### src/rtl/sara_seg_carry_seq_if.sv
// Valid/ready bundle for the segmented carry stage: operand side plus result side.
// With SARA_ERR_FLAG_EN defined the bundle also carries the speculation error flag and counter.
interface sara_seg_carry_seq_if #(
    parameter int WIDTH = 16
);
    logic             in_valid;
    logic             in_ready;
    logic [WIDTH-1:0] a;
    logic [WIDTH-1:0] b;
    logic             cin;
    logic             approx;
    logic             out_valid;
    logic             out_ready;
    logic [WIDTH-1:0] sum;
    logic             cout;
`ifdef SARA_ERR_FLAG_EN
    logic             err;
    logic [7:0]       err_cnt;
`endif

    modport master (
        output in_valid, a, b, cin, approx, out_ready,
`ifdef SARA_ERR_FLAG_EN
        input  err, err_cnt,
`endif
        input  in_ready, out_valid, sum, cout
    );

    modport slave (
        input  in_valid, a, b, cin, approx, out_ready,
`ifdef SARA_ERR_FLAG_EN
        output err, err_cnt,
`endif
        output in_ready, out_valid, sum, cout
    );
endinterface

### src/rtl/sara_seg_carry_seq.sv
// Segmented adder stage: exact mode ripples one SEG-bit segment per cycle, SARA mode resolves
// all segments in one cycle from speculated carry-ins. Optional SARA_ERR_FLAG_EN adds err/err_cnt.
module sara_seg_carry_seq #(
    parameter int WIDTH = 16,
    parameter int SEG   = 4
) (
    input logic                 clk,
    input logic                 rst_n,
    sara_seg_carry_seq_if.slave bus
);
    // WIDTH must be a multiple of SEG with at least two segments.
    localparam int NSEG  = WIDTH / SEG;
    localparam int IDX_W = (NSEG > 1) ? $clog2(NSEG) : 1;
    localparam logic [IDX_W-1:0] LAST_IDX = IDX_W'(NSEG - 1);

    typedef enum logic [1:0] {
        IDLE       = 2'd0,
        RUN_EXACT  = 2'd1,
        RUN_APPROX = 2'd2,
        DONE       = 2'd3
    } state_t;

    state_t state_q;
    state_t state_d;

    logic             in_ready_q;
    logic             out_valid;
    logic             accept;
    logic             handshake;
    logic [WIDTH-1:0] a_p0;
    logic [WIDTH-1:0] b_p0;
    logic [WIDTH-1:0] p_w;
    logic [WIDTH-1:0] g_w;
    logic [WIDTH-1:0] sum_q;
    logic [WIDTH-1:0] apx_sum;
    logic             apx_cout;
    logic             c_q;
    logic             cout_q;
    logic [IDX_W-1:0] seg_idx;
    logic [SEG:0]     ex_res;
`ifdef SARA_ERR_FLAG_EN
    logic             apx_err;
    logic             err_q;
    logic [7:0]       err_cnt_q;
`endif

    // Exact ripple through one segment; returns {carry_out, sum_bits}.
    function automatic logic [SEG:0] seg_add(input logic [SEG-1:0] p,
                                              input logic [SEG-1:0] g,
                                              input logic           ci);
        logic [SEG-1:0] s;
        logic           c;
        c = ci;
        for (int i = 0; i < SEG; i++) begin
            s[i] = p[i] ^ c;
            c    = g[i] | (p[i] & c);
        end
        return {c, s};
    endfunction

`ifdef SARA_ERR_FLAG_EN
    function automatic logic [7:0] sat_inc8(input logic [7:0] v);
        return (v == 8'hFF) ? v : v + 8'd1;
    endfunction
`endif

    assign accept    = (state_q == IDLE) & in_ready_q & bus.in_valid;
    assign handshake = out_valid & bus.out_ready;

    assign p_w = a_p0 ^ b_p0;
    assign g_w = a_p0 & b_p0;

    assign ex_res = seg_add(p_w[seg_idx*SEG +: SEG], g_w[seg_idx*SEG +: SEG], c_q);

    // Speculative resolve: segment k>0 takes the previous segment's MSB generate as carry-in.
    always_comb begin
        logic [SEG:0] r;
        logic         spec_ci;
`ifdef SARA_ERR_FLAG_EN
        logic [SEG:0] t;
        logic         true_ci;
`endif
        apx_sum = '0;
        r = seg_add(p_w[SEG-1:0], g_w[SEG-1:0], c_q);
        apx_sum[SEG-1:0] = r[SEG-1:0];
        apx_cout = r[SEG];
`ifdef SARA_ERR_FLAG_EN
        apx_err = 1'b0;
        true_ci = r[SEG];
`endif
        for (int k = 1; k < NSEG; k++) begin
            spec_ci = g_w[k*SEG-1];
            r = seg_add(p_w[k*SEG +: SEG], g_w[k*SEG +: SEG], spec_ci);
            apx_sum[k*SEG +: SEG] = r[SEG-1:0];
            apx_cout = r[SEG];
`ifdef SARA_ERR_FLAG_EN
            if (spec_ci != true_ci) apx_err = 1'b1;
            t = seg_add(p_w[k*SEG +: SEG], g_w[k*SEG +: SEG], true_ci);
            true_ci = t[SEG];
`endif
        end
    end

    always_ff @(posedge clk or negedge rst_n) begin
        if (!rst_n) begin
            state_q    <= IDLE;
            in_ready_q <= 1'b0;
        end else begin
            state_q    <= state_d;
            in_ready_q <= (state_d == IDLE);
        end
    end

    always_comb begin
        state_d   = state_q;
        out_valid = 1'b0;
        case (state_q)
            IDLE: begin
                if (accept) state_d = bus.approx ? RUN_APPROX : RUN_EXACT;
            end
            RUN_EXACT: begin
                if (seg_idx == LAST_IDX) state_d = DONE;
            end
            RUN_APPROX: begin
                state_d = DONE;
            end
            DONE: begin
                out_valid = 1'b1;
                if (bus.out_ready) state_d = IDLE;
            end
            default: state_d = IDLE;
        endcase
    end

    // Stage p0: operand capture at accept.
    always_ff @(posedge clk) begin
        if (accept) begin
            a_p0 <= bus.a;
            b_p0 <= bus.b;
        end
    end

    // Stage p1: carry resolution into the result registers.
    always_ff @(posedge clk or negedge rst_n) begin
        if (!rst_n) begin
            c_q     <= 1'b0;
            seg_idx <= '0;
            sum_q   <= '0;
            cout_q  <= 1'b0;
`ifdef SARA_ERR_FLAG_EN
            err_q   <= 1'b0;
`endif
        end else begin
            if (accept) begin
                c_q     <= bus.cin;
                seg_idx <= '0;
            end else if (state_q == RUN_EXACT) begin
                sum_q[seg_idx*SEG +: SEG] <= ex_res[SEG-1:0];
                c_q                       <= ex_res[SEG];
                if (seg_idx == LAST_IDX) begin
                    seg_idx <= '0;
                    cout_q  <= ex_res[SEG];
`ifdef SARA_ERR_FLAG_EN
                    err_q   <= 1'b0;
`endif
                end else begin
                    seg_idx <= seg_idx + 1'b1;
                end
            end else if (state_q == RUN_APPROX) begin
                sum_q  <= apx_sum;
                cout_q <= apx_cout;
`ifdef SARA_ERR_FLAG_EN
                err_q  <= apx_err;
`endif
            end
        end
    end

`ifdef SARA_ERR_FLAG_EN
    always_ff @(posedge clk or negedge rst_n) begin
        if (!rst_n) begin
            err_cnt_q <= 8'd0;
        end else if (handshake && err_q) begin
            err_cnt_q <= sat_inc8(err_cnt_q);
        end
    end

    assign bus.err     = err_q;
    assign bus.err_cnt = err_cnt_q;
`endif

    assign bus.in_ready  = in_ready_q;
    assign bus.out_valid = out_valid;
    assign bus.sum       = sum_q;
    assign bus.cout      = cout_q;

endmodule

### src/flat_wrapper.sv
// flat-port wrapper written by rule: the top's interface ports become plain ports
module sara_seg_carry_seq_flat 
#(
    parameter int WIDTH = 16,
    parameter int SEG   = 4
)
  (clk, rst_n, bus_in_valid, bus_a, bus_b, bus_cin, bus_approx, bus_out_ready, bus_in_ready, bus_out_valid, bus_sum, bus_cout);
  sara_seg_carry_seq_if #(.WIDTH(WIDTH)) bus_i ();
  input logic clk;
  input logic rst_n;
  input wire logic [$bits(bus_i.in_valid)-1:0] bus_in_valid;
  input wire logic [$bits(bus_i.a)-1:0] bus_a;
  input wire logic [$bits(bus_i.b)-1:0] bus_b;
  input wire logic [$bits(bus_i.cin)-1:0] bus_cin;
  input wire logic [$bits(bus_i.approx)-1:0] bus_approx;
  input wire logic [$bits(bus_i.out_ready)-1:0] bus_out_ready;
  output wire logic [$bits(bus_i.in_ready)-1:0] bus_in_ready;
  output wire logic [$bits(bus_i.out_valid)-1:0] bus_out_valid;
  output wire logic [$bits(bus_i.sum)-1:0] bus_sum;
  output wire logic [$bits(bus_i.cout)-1:0] bus_cout;
  assign bus_i.in_valid = bus_in_valid;
  assign bus_i.a = bus_a;
  assign bus_i.b = bus_b;
  assign bus_i.cin = bus_cin;
  assign bus_i.approx = bus_approx;
  assign bus_i.out_ready = bus_out_ready;
  assign bus_in_ready = bus_i.in_ready;
  assign bus_out_valid = bus_i.out_valid;
  assign bus_sum = bus_i.sum;
  assign bus_cout = bus_i.cout;
  sara_seg_carry_seq #(.WIDTH(WIDTH), .SEG(SEG)) u_core (.clk(clk), .rst_n(rst_n), .bus(bus_i));
endmodule
### config.mk
export PLATFORM = sky130hd
export DESIGN_NAME = sara_seg_carry_seq_flat
export DESIGN_NICKNAME = d
export VERILOG_FILES = /design/src/rtl/sara_seg_carry_seq_if.sv /design/src/rtl/sara_seg_carry_seq.sv /design/src/flat_wrapper.sv
export SDC_FILE = /design/constraint.sdc
export NUM_CORES = 1
export LEC_CHECK = 0
export BUFFER_PORTS_ARGS = -buffer_cell sky130_fd_sc_hd__buf_4
export CELL_PAD_IN_SITES_DETAIL_PLACEMENT = 1
export CELL_PAD_IN_SITES_GLOBAL_PLACEMENT = 2
export CORE_UTILIZATION = 41
export CTS_BUF_LIST = sky130_fd_sc_hd__clkbuf_16
export CTS_CLUSTER_SIZE = 12
export DETAILED_ROUTE_END_ITERATION = 6
export PLACE_DENSITY_LB_ADDON = 0.15
export SYNTH_ARGS = -nofsm -noshare
export SYNTH_HDL_FRONTEND = slang
export SYNTH_SLANG_ARGS = --single-unit
### constraint.sdc
create_clock -name clk -period 5.45 [get_ports clk]
set_input_delay 1.09 -clock clk [delete_from_list [all_inputs] [get_ports clk]]
set_output_delay 1.09 -clock clk [all_outputs]
set_load 0.01 [all_outputs]
# After elaboration in Yosys (flattened, before gate mapping)
# Index checks and enable logic that the tools add are counted.
[totals]
memories = 0
elab_cells = 101
ram_bits = 0
out_inout_bits = 19
rom_bits = 0
latch_bits = 0
regBits = 55
[classes]
n_reduce_logical = 6
bitwise_logic = 59
order_cmp = 0
n_mul = 0
n_mux = 17
eq_ne = 5
add_sub_neg = 2
div_mod_pow = 0
n_shift = 4
[ops]
columns = ["cell", "n"]
rows = [
  ["negation 4 -> 34 bit", 1],
  ["variable shift 4 x 34 -> 16 bit (first input constant)", 1],
  ["indexed part select 4 x 34 -> 16 bit", 1],
  ["two-way mux 16 bit", 2],
  ["indexed part select 16 x 5 -> 4 bit", 2],
  ["XOR 1 bit", 20],
  ["bitwise AND 1 bit", 19],
  ["OR 1 bit", 17],
  ["bitwise AND 16 bit", 1],
  ["bitwise mux 16 bit", 1],
  ["XOR 16 bit", 1],
  ["two-way mux 2 bit", 7],
  ["case mux 2 bit (4 select lines)", 1],
  ["equality test 2 bit (second input constant)", 3],
  ["two-way mux 1 bit", 6],
  ["logical NOT 2 bit", 2],
  ["nonzero test 2 bit", 2],
  ["AND reduction 3 bit", 1],
  ["adder 2 x 1 -> 2 bit (second input constant)", 1],
  ["equality test 2 x 1 -> 1 bit (second input constant)", 1],
  ["inequality test 2 x 1 -> 1 bit (second input constant)", 1],
  ["AND reduction 2 bit", 1],
  ["NOT 1 bit", 1],
]

# Longest topological paths before layout
[depth]
word_depth = 12
mapped_depth = 12

# Least setup slack after synthesis
# No wires, ideal clock.
[synth_timing]
kind = "reg-to-reg"
startpoint = "register u_core.b_p0[4]"
endpoint = "register u_core.c_q"
arrival_time_ns = 3.072
required_time_ns = 5.270
slack_ns = 2.199
setup_time_ns = 0.180
stages_incl_launch_ff = 13
cell_sequence = "edfxtp_1 > ha_1 > mux4_1 > ha_1 > or2_1 > ha_1 > or2_1 > ha_1 > or2_1 > ha_1 > or3b_1 > o22ai_1 > o31ai_1"
[synth_via]
elab_chain_len = 12
[synth_lines]
columns = ["item", "line", "rtl"]
rows = [
  ["from (decl)", "sara_seg_carry_seq.sv:31", "logic [WIDTH-1:0] b_p0;"],
  ["from (signal assigned)", "sara_seg_carry_seq.sv:139", "b_p0 <= bus.b;"],
  ["XOR 16 bit", "sara_seg_carry_seq.sv:70", "assign p_w = a_p0 ^ b_p0;"],
  ["indexed part select 16 x 5 -> 4 bit", "sara_seg_carry_seq.sv:73", "assign ex_res = seg_add(p_w[seg_idx*SEG +: SEG], g_w[seg_idx*SEG +: SEG], c_q);"],
  ["bitwise AND 1 bit", "sara_seg_carry_seq.sv:56", "c = g[i] | (p[i] & c);"],
  ["OR 1 bit *", "sara_seg_carry_seq.sv:56", ""],
  ["bitwise AND 1 bit *", "sara_seg_carry_seq.sv:56", ""],
  ["OR 1 bit *", "sara_seg_carry_seq.sv:56", ""],
  ["bitwise AND 1 bit *", "sara_seg_carry_seq.sv:56", ""],
  ["OR 1 bit *", "sara_seg_carry_seq.sv:56", ""],
  ["bitwise AND 1 bit *", "sara_seg_carry_seq.sv:56", ""],
  ["OR 1 bit *", "sara_seg_carry_seq.sv:56", ""],
  ["two-way mux 1 bit *", "sara_seg_carry_seq.sv:157", "end else if (state_q == RUN_EXACT) begin"],
  ["two-way mux 1 bit *", "sara_seg_carry_seq.sv:154", "if (accept) begin"],
  ["to (signal assigned)", "sara_seg_carry_seq.sv:155", "c_q <= bus.cin;"],
  ["to (signal assigned)", "sara_seg_carry_seq.sv:159", "c_q <= ex_res[SEG];"],
  ["to (decl)", "sara_seg_carry_seq.sv:37", "logic c_q;"],
]
# Mark *: on every way between the ends. The rest lies on a longest branch, timed or not. The select of a mux whose other input is x is not followed.
# A chain may end at the register's enable or synchronous reset.

# Final worst setup path
[layout_timing]
startpoint = "register u_core.seg_idx[0]"
endpoint = "register u_core.cout_q, in the netlist u_core.bus.cout"
[layout_via]
elab_chain_len = 11
[layout_lines]
columns = ["item", "line", "rtl"]
rows = [
  ["from (decl)", "sara_seg_carry_seq.sv:39", "logic [IDX_W-1:0] seg_idx;"],
  ["from (signal assigned)", "sara_seg_carry_seq.sv:167", "seg_idx <= seg_idx + 1'b1;"],
  ["indexed part select 16 x 5 -> 4 bit", "sara_seg_carry_seq.sv:73", ""],
  ["bitwise AND 1 bit", "sara_seg_carry_seq.sv:56", ""],
  ["OR 1 bit", "sara_seg_carry_seq.sv:56", ""],
  ["bitwise AND 1 bit", "sara_seg_carry_seq.sv:56", ""],
  ["OR 1 bit", "sara_seg_carry_seq.sv:56", ""],
  ["bitwise AND 1 bit", "sara_seg_carry_seq.sv:56", ""],
  ["OR 1 bit", "sara_seg_carry_seq.sv:56", ""],
  ["bitwise AND 1 bit", "sara_seg_carry_seq.sv:56", ""],
  ["OR 1 bit", "sara_seg_carry_seq.sv:56", ""],
  ["two-way mux 1 bit", "sara_seg_carry_seq.sv:160", "if (seg_idx == LAST_IDX) begin"],
  ["two-way mux 1 bit", "sara_seg_carry_seq.sv:157", ""],
  ["to (signal assigned)", "sara_seg_carry_seq.sv:162", "cout_q <= ex_res[SEG];"],
  ["to (signal assigned)", "sara_seg_carry_seq.sv:171", "cout_q <= apx_cout;"],
  ["to (decl)", "sara_seg_carry_seq.sv:38", "logic cout_q;"],
]
# Several ways; a longest one is shown, not always the timed one. The select of a mux whose other input is x is not followed.

==> metrics.log <==
[metrics] Longest Clk Path Bufs: 2
[metrics] dominant combinational cell family by area after synthesis: adder cells
[metrics] worst supply voltage drop on vdd: 210 uV
[metrics] Mapped Cells: 236
[metrics] portion of netlist area occupied by mux cells: 0.0822
[metrics] post-route antenna net violation count: 0
[metrics] number of clock sinks: 55
[metrics] Final #Nets: 371
[metrics] via count of the first global-routing pass: 2,221
[metrics] total track usage: 0.197
[metrics] level count of the clock H-tree: 2
[metrics] port buffer count: 56
[metrics] post-layout worst setup margin: roughly 1900 ps
[metrics] number of max-cap violations: 0
[metrics] area fraction in compound gates after synthesis: 0.0926
[metrics] average routed wire per standard cell: roughly 18 um
[metrics] detailed-placement wirelength estimate: 5470 um
[metrics] critical setup path kind: reg2reg
[metrics] headroom to the max-slew limit: 0.522
[metrics] Die Outline Area: 8000 um2
[metrics] Critical Path AT: 3750 ps
[metrics] final-report hold violation count: 0
[metrics] area after detailed placement: about 3600 um2
[metrics] diodes inserted: 0
[metrics] final weighted congestion in routability-driven placement: 0.823
[metrics] hold_ws: roughly 520 ps
[metrics] final design area excluding fillers: 3790 um2
[metrics] number of iterations in the first detailed-routing pass: 4
[metrics] core footprint: 7330 um2
[metrics] initial antenna violation count: 0
[metrics] hold_buf cts: 0
[metrics] outcome: finished, final reports clean
[metrics] unrepaired setup endpoints after global routing: no
[metrics] post-layout total power: 1.99 mW
[metrics] post-synthesis share of cell area spent on and, or, nand and nor gates: 0.0814
[metrics] Initial Utilization: 0.428
[metrics] Slew @ Worst Pin: between 700 and 800 ps
[metrics] Post-Place Worst Slack: between 1500 and 2000 ps
[metrics] Via Count: 2,009
[metrics] cell row count: 31
[metrics] buffer type at the clock tree root: sky130_fd_sc_hd__clkbuf_16
[metrics] insertion delay of the later-clocked pin in the worst-skew pair: 290 ps
[metrics] post-route setup TNS: 0 ps
[metrics] cts bufs inserted: 5
[metrics] Util after Layout: 0.517
[metrics] required time worst endpoint: around 5600 ps
[metrics] final setup violation count: 0
[metrics] number of enable flip-flop cells after synthesis: 32
[metrics] Clock Skew: 5.27 ps
[metrics] Setup crit start kind: flip-flop
[metrics] Unique masters post-synth: 42
[metrics] final standard cell count with taps included and fillers excluded: 391
[metrics] prevailing post-synth register cell: sky130_fd_sc_hd__edfxtp_1
[metrics] residual overflow from global routing: 0
[metrics] length in cells of the worst reg-to-reg path: 11
[metrics] fraction of layout cells with a size suffix above 1: 0.277
[metrics] post-CTS repair timing setup buffer count: 0
[metrics] area share of fa/ha/maj cells after synthesis: 0.195
[metrics] f_max: approximately 280 MHz
[metrics] maximum number of pins on one net before global-route repair: 37
[metrics] number of ports placed on the die boundary: 57
[metrics] average instance area after synthesis: between 10 and 15 um2
[metrics] die extent in x: 89.4 um
[metrics] number of instances in the placed design: 384
[metrics] crit path max fanout: 12
[metrics] vias per std cell: 5.14
[metrics] DIE HEIGHT: 89.4 um
[metrics] Power Dens Cells: 526 nW/um2
[metrics] number of stages on the worst hold path: 1
[metrics] area overhead of the layout relative to synthesis: 20.9%
[metrics] TritonCTS clock tree: built
[metrics] post-cts sizing count: 0
[metrics] Synth Area in XOR/XNOR: 0.00838
[metrics] Total Routed Length: slightly above 7000 um
[metrics] number of max-slew violations in the final report: 0
[metrics] Worst Hold Class: reg2reg
[metrics] Lkg Pwr: between 1.5 and 2 nW
[metrics] Yosys warnings: 0
[metrics] share of the yosys chip area belonging to registers: 0.490
[metrics] Post-synth ARST share: 0.418
[metrics] CP endpoint kind: flip-flop
[metrics] DRC violation total after the first TritonRoute iteration: 77
[metrics] wire length of the first global-routing pass: about 11,000 um
[metrics] total nets after synthesis: 315
[metrics] clock transition at the registers of the reported paths: about 70 ps
[metrics] cell area after synthesis: 3130 um2
[metrics] time the worst path needs with I/O delays and setup: 3580 ps
[metrics] number of remaining DRC errors: 0
[metrics] fin crit share: 0.656
[metrics] total of flip-flops plus latches after synthesis: 55
[cell usage after synthesis, types with 2 or more instances]
| cell type | count | area share |
|---|---|---|
| sky130_fd_sc_hd__or2_1 | 3 | 0.0060 |
| sky130_fd_sc_hd__clkbuf_1 | 2 | 0.0024 |
| sky130_fd_sc_hd__fa_1 | 13 | 0.083 |
| sky130_fd_sc_hd__nand2b_1 | 4 | 0.0080 |
| sky130_fd_sc_hd__mux2_2 | 7 | 0.025 |
| sky130_fd_sc_hd__nand4_1 | 3 | 0.0060 |
| sky130_fd_sc_hd__edfxtp_1 | 32 | 0.31 |
| sky130_fd_sc_hd__inv_1 | 24 | 0.029 |
| sky130_fd_sc_hd__mux4_1 | 3 | 0.025 |
| sky130_fd_sc_hd__a31oi_1 | 8 | 0.016 |
| sky130_fd_sc_hd__nand3_1 | 4 | 0.0064 |
| sky130_fd_sc_hd__mux4_2 | 4 | 0.029 |
| sky130_fd_sc_hd__nand3b_1 | 4 | 0.0096 |
| sky130_fd_sc_hd__buf_2 | 4 | 0.0064 |
| sky130_fd_sc_hd__xor2_1 | 3 | 0.0084 |
| sky130_fd_sc_hd__nand2_1 | 6 | 0.0072 |
| sky130_fd_sc_hd__nor2_1 | 8 | 0.0096 |
| sky130_fd_sc_hd__a32oi_1 | 4 | 0.011 |
| sky130_fd_sc_hd__dfrtp_1 | 23 | 0.18 |
| sky130_fd_sc_hd__ha_1 | 28 | 0.11 |
| sky130_fd_sc_hd__a21bo_2 | 2 | 0.0064 |
| sky130_fd_sc_hd__o22ai_1 | 2 | 0.0040 |
| sky130_fd_sc_hd__buf_6 | 2 | 0.0072 |
| sky130_fd_sc_hd__and2_1 | 4 | 0.0080 |
| sky130_fd_sc_hd__a22o_1 | 3 | 0.0084 |
| sky130_fd_sc_hd__a21oi_1 | 20 | 0.032 |
[final cells by class]
type,instances,area [um2]
Clock buffer,5,125
Clock inverter,2,33.8
Fill cell,754,3540
Inverter,25,93.8
Multi-Input combinational cell,147,1440
Sequential cell,55,1540
Tap cell,99,124
Timing Repair Buffer,58,435
[routing by layer]
layer / vias to the layer above / global-route usage / share of wire
met5: - / 0 / 0
met2: 46 / 0.343 / 0.51
met4: 0 / 0.0606 / 0.014
met3: 7 / 0.0314 / 0.031
met1: 985 / 0.253 / 0.44
li1: 971 / - / -
[power by group]
group / leakage, nW / internal [mW] / switching, mW / total, mW
registers: 0.559 / 0.560 / 0.103 / 0.662
logic: 1.01 / 0.457 / 0.524 / 0.981
clock network: 0.0811 / 0.213 / 0.138 / 0.350
total: 1.65 / 1.23 / 0.764 / 1.99
[cell usage in the layout, fill, tap and decap left out, drive strengths merged, types with 2 or more instances in the layout]
master  count
nand4       3
mux4        7
clkbuf      5
a21bo       2
o21ai       2
nand3       4
xor2        3
and4bb      2
mux2        7
inv        26
and2        4
or2         3
fa         13
edfxtp     32
a22o        3
a21oi      20
ha         28
a32oi       4
dfrtp      23
a31oi       8
o22ai       2
buf        58
nand3b      4
nand2       6
nand2b      4
nor2        8
[critical path, cell delays in order, from the launching register on]
cell	delay (ps)
sky130_fd_sc_hd__dfrtp_1	700
sky130_fd_sc_hd__mux4_1	650
sky130_fd_sc_hd__ha_1	190
sky130_fd_sc_hd__or2_1	230
sky130_fd_sc_hd__ha_1	180
sky130_fd_sc_hd__or2_1	230
sky130_fd_sc_hd__ha_1	170
sky130_fd_sc_hd__or2_1	220
sky130_fd_sc_hd__ha_1	180
sky130_fd_sc_hd__or3b_1	350
sky130_fd_sc_hd__o22ai_1	230
sky130_fd_sc_hd__o22ai_1	120
[state kept, by name, indices dropped and copies added (netlist names)]
signal and flops:
u_core.bus.cout 1, u_core.seg_idx 2, u_core.b_p0 16, u_core.a_p0 16, u_core.c_q 1, u_core.bus.in_ready 1, u_core.state_q 2, u_core.bus.sum 16
[final timing paths]
path,start,end,slack (ps)
setup / recovery,u_core.seg_idx[0],u_core.bus.cout,1870
hold reg to reg,u_core.bus.sum[1],u_core.bus.sum[1],520
max in group asynchronous,rst_n,u_core.bus.sum[3],4540
setup reg to reg,u_core.seg_idx[0],u_core.bus.cout,1870
hold / removal,u_core.bus.sum[1],u_core.bus.sum[1],520
min in group asynchronous,rst_n,u_core.state_q[1],680
[cells by family (layout without fill, tap and decap cells)]
logic type      after synthesis  in the layout
compound gates               45             45
xor+xnor                      3              3
fa+ha+maj                    41             41
buf+inv                      34             90
flops                        55             55
mux                          15             15
simple gates                 43             43
Note: power is estimated with default switching activity, not from simulation.
